**src/rtl/placement_pkg.sv**
```systemverilog
// Shared constants and request/result types for the placement slot sequencer.
package placement_pkg;
  localparam int SLOT_CYCLES   = 4;
  localparam int LATENCY_SLOTS = 2;
  localparam int DIM_W         = 5;
  localparam int IDX_W         = 8;
  localparam int QDEPTH        = 2;
  localparam int STRIKE_W      = 4;
  localparam int DISC_W        = 4;
  localparam int PHASE_W       = $clog2(SLOT_CYCLES);

  localparam logic [STRIKE_W-1:0] STRIKE_MAX = STRIKE_W'(15);
  localparam logic [PHASE_W-1:0]  PHASE_LAST = PHASE_W'(SLOT_CYCLES - 1);

  typedef struct packed {
    logic [DIM_W-1:0] h;
    logic [DIM_W-1:0] w;
  } req_t;

  typedef struct packed {
    logic [IDX_W-1:0] x;
    logic [IDX_W-1:0] y;
    logic             strike;
  } rsp_t;
endpackage

```
**src/rtl/place_fifo.sv**
```systemverilog
// Small synchronous FIFO; a push while full is only taken when a pop frees the slot.
module place_fifo #(
  parameter int WIDTH = 8,
  parameter int DEPTH = 2
) (
  input  logic             i_clk,
  input  logic             i_rst,
  input  logic             i_push,
  input  logic [WIDTH-1:0] i_data,
  input  logic             i_pop,
  output logic [WIDTH-1:0] o_head,
  output logic             o_full,
  output logic             o_empty
);
  localparam int AW = (DEPTH > 1) ? $clog2(DEPTH) : 1;

  logic [WIDTH-1:0] r_mem [DEPTH];
  logic [AW:0]      r_wr_ptr;
  logic [AW:0]      r_rd_ptr;
  logic             w_push;
  logic             w_pop;

  // Extra pointer bit distinguishes full from empty when the indices match.
  assign o_empty = (r_wr_ptr == r_rd_ptr);
  assign o_full  = (r_wr_ptr[AW] != r_rd_ptr[AW]) &&
                   (r_wr_ptr[AW-1:0] == r_rd_ptr[AW-1:0]);
  assign w_pop   = i_pop && !o_empty;
  assign w_push  = i_push && (!o_full || w_pop);
  assign o_head  = r_mem[r_rd_ptr[AW-1:0]];

  always_ff @(posedge i_clk) begin
    if (i_rst) begin
      r_wr_ptr <= '0;
      r_rd_ptr <= '0;
    end else begin
      if (w_push) begin
        r_mem[r_wr_ptr[AW-1:0]] <= i_data;
        r_wr_ptr                <= r_wr_ptr + 1'b1;
      end
      if (w_pop) begin
        r_rd_ptr <= r_rd_ptr + 1'b1;
      end
    end
  end
endmodule

```
**src/rtl/placement_slot_sequencer.sv**
```systemverilog
// Samples one rectangle per slot, hands it to the placement core and publishes the
// core's answer at a fixed slot offset, independent of the core's own latency.
module placement_slot_sequencer
  import placement_pkg::*;
(
  input  logic                clk_i,
  input  logic                rst_i,
  input  logic [DIM_W-1:0]    height_i,
  input  logic [DIM_W-1:0]    width_i,
  output logic                req_valid_o,
  output logic [DIM_W-1:0]    req_height_o,
  output logic [DIM_W-1:0]    req_width_o,
  input  logic                req_ready_i,
  input  logic                rsp_valid_i,
  input  logic [IDX_W-1:0]    rsp_x_i,
  input  logic [IDX_W-1:0]    rsp_y_i,
  input  logic                rsp_strike_i,
  output logic [IDX_W-1:0]    index_x_o,
  output logic [IDX_W-1:0]    index_y_o,
  output logic [STRIKE_W-1:0] strike_o,
  output logic                overrun_o
);
  logic [PHASE_W-1:0]       r_phase;
  logic [LATENCY_SLOTS-1:0] r_tag;
  logic [DISC_W-1:0]        r_discard;

  req_t w_req_in, w_req_head;
  rsp_t w_rsp_in, w_rsp_head;
  logic w_req_full, w_req_empty, w_rsp_full, w_rsp_empty;
  logic w_ph0, w_sample, w_req_pop, w_req_ovf, w_req_push;
  logic w_pub, w_rsp_pop, w_miss, w_rsp_drop, w_rsp_ovf, w_rsp_push;

  assign w_ph0      = (r_phase == '0);
  assign w_sample   = w_ph0 && (height_i != '0) && (width_i != '0);
  assign w_req_pop  = req_valid_o && req_ready_i;
  assign w_req_ovf  = w_sample && w_req_full && !w_req_pop;
  assign w_req_push = w_sample && !w_req_ovf;
  assign w_req_in   = '{h: height_i, w: width_i};

  assign w_pub      = w_ph0 && r_tag[LATENCY_SLOTS-1];
  assign w_rsp_pop  = w_pub && !w_rsp_empty;
  assign w_miss     = w_pub && w_rsp_empty;
  // A result arriving on the very edge its slot is missed is already late.
  assign w_rsp_drop = rsp_valid_i && ((r_discard != '0) || w_miss);
  assign w_rsp_ovf  = rsp_valid_i && !w_rsp_drop && w_rsp_full && !w_rsp_pop;
  assign w_rsp_push = rsp_valid_i && !w_rsp_drop && !w_rsp_ovf;
  assign w_rsp_in   = '{x: rsp_x_i, y: rsp_y_i, strike: rsp_strike_i};

  assign req_valid_o  = !w_req_empty;
  assign req_height_o = w_req_head.h;
  assign req_width_o  = w_req_head.w;

  place_fifo #(.WIDTH($bits(req_t)), .DEPTH(QDEPTH)) u_req_fifo (
    .i_clk   (clk_i),
    .i_rst   (rst_i),
    .i_push  (w_req_push),
    .i_data  (w_req_in),
    .i_pop   (w_req_pop),
    .o_head  (w_req_head),
    .o_full  (w_req_full),
    .o_empty (w_req_empty)
  );

  place_fifo #(.WIDTH($bits(rsp_t)), .DEPTH(QDEPTH)) u_rsp_fifo (
    .i_clk   (clk_i),
    .i_rst   (rst_i),
    .i_push  (w_rsp_push),
    .i_data  (w_rsp_in),
    .i_pop   (w_rsp_pop),
    .o_head  (w_rsp_head),
    .o_full  (w_rsp_full),
    .o_empty (w_rsp_empty)
  );

  always_ff @(posedge clk_i) begin
    if (rst_i) begin
      r_phase   <= '0;
      r_tag     <= '0;
      r_discard <= '0;
      index_x_o <= '0;
      index_y_o <= '0;
      strike_o  <= '0;
      overrun_o <= 1'b0;
    end else begin
      r_phase <= (r_phase == PHASE_LAST) ? '0 : r_phase + 1'b1;
      if (w_ph0) begin
        r_tag <= LATENCY_SLOTS'({r_tag, w_req_push});
      end

      if (w_rsp_pop) begin
        index_x_o <= w_rsp_head.x;
        index_y_o <= w_rsp_head.y;
        if (w_rsp_head.strike && (strike_o != STRIKE_MAX)) begin
          strike_o <= strike_o + 1'b1;
        end
      end

      if (w_miss || w_req_ovf || w_rsp_ovf) begin
        overrun_o <= 1'b1;
      end

      if (w_miss && !w_rsp_drop) begin
        if (r_discard != '1) begin
          r_discard <= r_discard + 1'b1;
        end
      end else if (w_rsp_drop && !w_miss) begin
        r_discard <= r_discard - 1'b1;
      end
    end
  end
endmodule
```
**config.mk**
```make
export PLATFORM = sky130hd
export DESIGN_NAME = placement_slot_sequencer
export DESIGN_NICKNAME = d
export VERILOG_FILES = /design/src/rtl/placement_pkg.sv /design/src/rtl/place_fifo.sv /design/src/rtl/placement_slot_sequencer.sv
export SDC_FILE = /design/constraint.sdc
export NUM_CORES = 1
export LEC_CHECK = 0
export CAP_MARGIN = 40
export CORE_ASPECT_RATIO = 0.75
export CORE_MARGIN = 2
export CORE_UTILIZATION = 57
export CTS_CLUSTER_SIZE = 25
export DETAILED_ROUTE_END_ITERATION = 12
export GPL_TIMING_DRIVEN = 0
export MAX_ROUTING_LAYER = met4
export PLACE_DENSITY_LB_ADDON = 0.05
export SLEW_MARGIN = 20
export SYNTH_ARGS = -nofsm -noshare
export SYNTH_HDL_FRONTEND = slang
export SYNTH_HIERARCHICAL = 1
export SYNTH_SLANG_ARGS = --single-unit
```
**constraint.sdc**
```tcl
create_clock -name clk_i -period 9.55 [get_ports clk_i]
set_input_delay 1.91 -clock clk_i [delete_from_list [all_inputs] [get_ports clk_i]]
set_output_delay 1.91 -clock clk_i [all_outputs]
set_load 0.005 [all_outputs]
```
==> results.txt, run 1 <==
Status: completed
Layout cell share with drive strength beyond 1: 12.76%
Port bufs: 61
RSZ-0062 raised after global routing: no
Fmax achieved: 228.7 MHz
Dpl ws: 4.843 ns
Setup violations, final: 0
Root Driver: clkbuf_8
Via count: 2641
Clock Tree Buf Depth: 2
Post-DRT Antenna Nets: 0
Distinct cells, synth: 49
# Post-CTS Setup Buffers: 0
Setup crit end kind: register
Number of vias per cell: 5.584
Crit path max-delay family: simple AND/OR/NAND/NOR gates
Drt wl/cell: 16.04 um
GRT Overall Usage: 22.46%
Worst-Skew Late Latency: 0.35 ns
Synth Instances: 310
Min Tclk post-route: 4.373 ns
Slowest-stage cell, CP: nor4_2
DRT Wirelength: 7589 um
CTS H-tree lvls: 3
First-pass GRT wire length: 12130 um
Top cells by area, synth: edfxtp_1, dfxtp_1, mux2_1
Top-count cell post-synth: edfxtp_1
Initial antenna violation count: 0
Synthesis Warnings: 6
Placed Instance Area: 4644 um2
Die X: 99.13 um
Crit share post-route: 45.79%
Top cell type by total area after synthesis: edfxtp_1
Peak supply drop: 0.0001252 V
CTS tree: done
Worst hold slack: 0.4558 ns
Syn Nets: 347
Arrival @ worst endpoint: 4.43 ns
Startpoint types: input port
Total Power: 1.005 mW
Final Hold Vio Count: 0
CP max FO: 8
Max-slew headroom: 56.74%
P&R area growth vs syn: 25.68%
Clock skew: 0.007443 ns
Clock sinks: 93
Inserted Clock Buffers: 9
Hold buffer count at cts: 0
# nets final: 424
Worst Hold Class: reg2reg
Post-synth EDFFs: 54
Largest net degree at the start of global routing: 17
Design Area, Final: 4862 um2
Row cnt: 25
Final HPWL DP: 5234 um
DRC Markers: 0
Initial core utilization: 60.04%
Clock slew at reported path FFs: 0.09 ns
Initial detailed-routing violation count: 130
Share of the synthesized area in the top cell type: 41.91%
Ant diodes: 0
Async set-or-reset flop fraction in the synthesized netlist: 0%
P per Cell Area: 206.7 nW/um2
Max Cap Viol: 0
First drt pass iteration count: 6
Synth cell count leaders: edfxtp_1, dfxtp_1, nand2_1
Worst path cell trace: clkdlybuf4s50_1 > nor2b_1 > nand2b_1 > nor3b_1 > inv_1 > nor4_2 > buf_2
# resized after CTS: 0
Worst Tran Pin Value: 0.6436 ns
Req. time, crit path: 9.61 ns
Avg Cell Area, Syn: 12.48 um2
Bufs and invs on worst path: 3
Die Y: 75.35 um
Fin worst setup slack: 5.177 ns
Crit path largest cell delay: 0.61 ns
Final Slew Violations: 0
Crit Path Class: in2reg
Mapped cell area: 3869 um2
Flops & latches, synth: 93
Ys flop type: edfxtp_1
Layout fillers: 451
Vias in the first global route: 2472
Static leakage: 1.691 nW
RD Place Congestion: 0.8722
Gr ovfl total: 0
Sequential fraction of the synthesis area: 62.10%
Core Area: 6444 um2
Die Area: 7469 um2
I/O pins: 63
TNS Setup: 0 ns
final timing paths:
path | startpoint | to | slack (ns) | cells past startpoint
worst min register to register | index_x_o[6]$_SDFFE_PP0P_ | index_x_o[6]$_SDFFE_PP0P_ | 0.46 | 2
worst max-delay path | req_ready_i | u_req_fifo/r_mem[0][4]$_DFFE_PP_ | 5.18 | 7
worst min-delay path | index_x_o[6]$_SDFFE_PP0P_ | index_x_o[6]$_SDFFE_PP0P_ | 0.46 | 2
worst max register to register | u_rsp_fifo/r_wr_ptr[1]$_SDFFE_PP0P_ | u_rsp_fifo/r_mem[0][5]$_DFFE_PP_ | 6.18 | 9
power breakdown:
part           internal (mW)  switching, mW
combinational          0.115          0.112
sequential             0.478         0.0285
clock                  0.139          0.133
total                  0.732          0.273
worst reg2reg max path, cell delays in order (launching register included):
cell and delay, ns:
dfxtp_1 0.43, xor2_1 0.42, nor2_1 0.15, nand3b_4 0.28
clkbuf_1 0.32, a211oi_1 0.48, nor2b_1 0.24, nor3b_2 0.31
buf_4 0.25, buf_4 0.19
through the flow:
step / std cells / utilization, %
after CTS: 472 / 75.34
final: 473 / 75.46
after global routing: 473 / 75.46
after detailed placement: 456 / 72.08
after global placement: 452 / 71.09
after floorplan: 310 / -
sequential cells by signal, indices dropped and copies added, names as in the netlist, named ones only:
| signal | flops |
|---|---|
| u_rsp_fifo/r_wr_ptr | 2 |
| r_tag | 2 |
| overrun_o | 1 |
| r_phase | 2 |
| u_req_fifo/r_rd_ptr | 2 |
| r_discard | 4 |
| strike_o | 4 |
| index_y_o | 8 |
| u_rsp_fifo/r_rd_ptr | 2 |
| u_req_fifo/r_wr_ptr | 2 |
| u_rsp_fifo/r_mem | 34 |
| u_req_fifo/r_mem | 20 |
| index_x_o | 8 |
layer usage:
layer	global-route usage [%]	wire (um)	vias to the layer above
met5	-	0	-
met2	36.49	3684	90
met1	27.80	3341	1255
met3	7.523	456	11
li1	-	-	1285
met4	5.479	107	0
logic make-up after synthesis:
group,Yosys count,synth area share [%]
AND/OR/NAND/NOR,109,15.49
multiplexers,32,9.282
adder cells (fa/ha/maj),6,2.135
buffers and inverters,18,2.361
flip-flops,93,62.10
XOR/XNOR,9,2.038
AO/OA/AOI/OAI,43,6.598
placed cells by master (no fill, tap or decap), drive strengths merged, types with 3 or more instances in the layout:
cell type / n
nand2: 39
or4: 3
nor2: 14
nand4: 5
nor2b: 4
or3: 5
a21oi: 23
clkbuf: 18
nand2b: 5
nor3: 8
a31oi: 8
xor2: 7
clkdlybuf4s50: 61
edfxtp: 54
inv: 7
ha: 5
mux2: 28
o21ai: 4
nand3b: 4
nand3: 9
buf: 12
dfxtp: 39
nor3b: 5
mux2i: 4
area by class of cell:
cell class                 instances  area [um2]  area share, %
multi-input combinational        199        1404          28.87
inverter                           5       21.27         0.4375
clock buffer                      12       156.4          3.217
timing repair buffer              66       653.1          13.43
clock inverter                     4       53.80          1.107
sequential                        93        2402          49.41
buffer                            13       70.07          1.441
tap                               81       101.3          2.084
Power figures use the tool's default switching activity.
==> run 2: changes to the inputs <==
Settings changed: CORE_UTILIZATION 57 to 53.
Clock period 9.55 ns to 4.1 ns, I/O delays scaled along.
==> run 2 against run 1 <==
- clock power increased by 130%
- design area increased by 0.15%
- combinational power increased by 130%
- critical path type is now reg2reg
==> results.txt, run 2 (synthesized netlist as in run 1, its figures left out) <==
Status: completed
Crit path largest cell delay: 0.66 ns (+0.05 ns)
Crit path max-delay family: simple AND/OR/NAND/NOR gates
Gr ovfl total: 0 (unchanged)
Die Area: 8006 um2 (+7.2%)
P&R area growth vs syn: 25.87%
Die X: 102.7 um (+3.6%)
Bufs and invs on worst path: 2 (-1)
CTS tree: done
CP max FO: 10 (+2)
Register area: 2402 um2 (unchanged)
CTS H-tree lvls: 3 (unchanged)
First-pass GRT wire length: 11940 um (-1.5%)
TNS Setup: 0 ns (unchanged)
# resized after CTS: 0 (unchanged)
# Post-CTS Setup Buffers: 0 (unchanged)
Footprint of the multi-input gates: 1404 um2 (unchanged)
Initial detailed-routing violation count: 98 (-25%)
Switching Share: 27.73% (+0.53 points)
Initial antenna violation count: 0 (unchanged)
Fmax achieved: 275.2 MHz
Row cnt: 26 (+4.0%)
Setup crit end kind: register
Dpl ws: 0.4649 ns (-4.378 ns)
Most frequent cells in the layout: clkdlybuf4s50_1, edfxtp_1, nand2_1, dfxtp_1, a21oi_1
Min Tclk post-route: 3.634 ns
Initial core utilization: 55.83% (-4.2 points)
Internal cell power: 1.682 mW (+130%)
Peak supply drop: 0.0002807 V (+120%)
Worst path cell trace: xor2_1 > nor2_1 > nand3b_4 > clkbuf_1 > a211oi_1 > nor2b_1 > nor3b_2 > buf_4
Layout cell share with drive strength beyond 1: 12.79% (+0.033 points)
P per Cell Area: 478.0 nW/um2 (+130%)
DRC Markers: 0 (unchanged)
Number of vias per cell: 5.325 (-4.6%)
Max-slew headroom: 47.93% (-8.8 points)
DRT Wirelength: 7346 um (-3.2%)
Final HPWL DP: 5107 um (-2.4%)
Sequential power share: 50.6% (+0.2 points)
Core Area: 6929 um2 (+7.5%)
RD Place Congestion: 0.8412 (-3.6%)
Ant diodes: 0 (unchanged)
Clock slew at reported path FFs: 0.09 ns (about the same)
Max reg flops: 34 (unchanged)
Arrival @ worst endpoint: 3.69 ns (-0.74 ns)
Post-DRT Antenna Nets: 0 (unchanged)
Hold buffer count at cts: 0 (unchanged)
# nets final: 423 (-0.24%)
Drt wl/cell: 15.02 um (-6.4%)
Commonest non-fill, non-tap cell in the layout: clkdlybuf4s50_1
Static leakage: 1.680 nW (-0.65%)
Clock skew: 0.01162 ns (+0.004175 ns)
Largest net degree at the start of global routing: 17 (unchanged)
Final Non-Filler Cells: 489 (+3.4%)
Slowest-stage cell, CP: nor3b_2
HP Start: index_x_o[6]$_SDFFE_PP0P_
Crit share post-route: 88.63%
First drt pass iteration count: 4 (-2)
Max Cap Viol: 0 (unchanged)
RSZ-0062 raised after global routing: no
Startpoint types: register
Setup violations, final: 0 (unchanged)
Total Power: 2.328 mW (+130%)
Layout fillers: 533 (+18%)
Req. time, crit path: 4.16 ns (-5.45 ns)
Root Driver: clkbuf_8
Comb pwr share: 22.6% (about the same)
Clock Tree Buf Depth: 2 (unchanged)
Worst Tran Pin Value: 0.7776 ns (+0.1340 ns)
Fin worst setup slack: 0.4660 ns (-4.711 ns)
RR Startpoint: u_rsp_fifo/r_wr_ptr[1]$_SDFFE_PP0P_
Clk network pwr share: 26.8% (-0.3 points)
Vias in the first global route: 2556 (+3.4%)
Worst Hold Class: reg2reg
GRT Overall Usage: 20.22% (-2.2 points)
Worst Setup SP: u_rsp_fifo/r_wr_ptr[1]$_SDFFE_PP0P_
Final Hold Vio Count: 0 (unchanged)
I/O pins: 63 (unchanged)
Crit Path Class: reg2reg
Worst-Skew Late Latency: 0.36 ns (about the same)
Inserted Clock Buffers: 9 (unchanged)
Port bufs: 61 (unchanged)
Via count: 2604 (-1.4%)
Die Y: 77.99 um (+3.5%)
Net Switching: 0.6456 mW (+140%)
Clock sinks: 93 (unchanged)
Final Slew Violations: 0 (unchanged)
Inst Count DP: 472 (+3.5%)
==> run 2: changes by cell type in the layout (fill, tap and decap cells not counted), sizes merged <==
cell / before / now
clkbuf: 18 / 17
clkinvlp: 0 / 1
buf: 12 / 11
==> run 2: power groups by stage <==
stage	Clock, mW	Sequential [mW]	Combinational, mW
5_1_grt	0.667	1.19	0.577
4_1_cts	0.641	1.18	0.523
3_3_place_gp	0	1.20	0.491
2_1_floorplan	0	1.19	0.330
6_report	0.623	1.18	0.526
3_5_place_dp	0	1.20	0.518
==> run 2: tightest hold or removal path: cells and delay by family, from the launching register on <==
| family | cells | cell delay, ns |
|---|---|---|
| simple gates | 1 | 0.05 |
| compound gates | 1 | 0.05 |
| flops | 1 | 0.32 |
==> run 2: per-stage QoR <==
step,util (%),cell area (um2),hold WS (ns)
finish,70.28,4870,0.4571
global placement,66.41,4602,0.4416
floorplan,-,3869,0.4291
detailed placement,67.17,4654,0.4462
CTS,70.17,4862,0.4586
global route,70.28,4870,0.4810
==> run 2: worst paths after layout <==
path / endpoint / slack [ns] / cells past startpoint
max: u_rsp_fifo/r_mem[0][0]$_DFFE_PP_ / 0.47 / 8
min: index_x_o[6]$_SDFFE_PP0P_ / 0.46 / 2
max reg2reg: u_rsp_fifo/r_mem[0][0]$_DFFE_PP_ / 0.47 / 8
min reg2reg: index_x_o[6]$_SDFFE_PP0P_ / 0.46 / 2
==> run 2: final cells by class <==
type | count | area share, %
Sequential cell | 93 | 49.33
Multi-Input combinational cell | 199 | 28.83
Timing Repair Buffer | 65 | 13.18
Clock buffer | 11 | 2.903
Tap cell | 98 | 2.518
Buffer | 13 | 1.439
Clock inverter | 5 | 1.362
Inverter | 5 | 0.4368
==> run 2: per-layer routing <==
metal,routed length (um),track usage [%]
met4,85,6.133
met1,3494,26.44
met3,323,5.225
met5,0,-
met2,3442,31.18
==> run 3: changes to the inputs <==
Settings changed: CORE_UTILIZATION 53 to 57.
Clock period 4.1 ns to 4.3 ns, I/O delays scaled along.
==> results of run 3 <==
Same layout as run 1 (identical final DEF). Status: completed.
Main changes from that run: setup slack after placement 4.843 ns -> 0.6432 ns; setup slack after layout 5.177 ns -> 0.9341 ns; start point of the critical path req_ready_i -> u_rsp_fifo/r_wr_ptr[1]$_SDFFE_PP0P_; end point of the critical path u_req_fifo/r_mem[0][4]$_DFFE_PP_ -> u_rsp_fifo/r_mem[0][5]$_DFFE_PP_; register-to-register setup slack 6.18 ns -> 0.93 ns; total power 1.005 mW -> 2.232 mW; worst IR drop on VDD 0.0001252 V -> 0.0002780 V
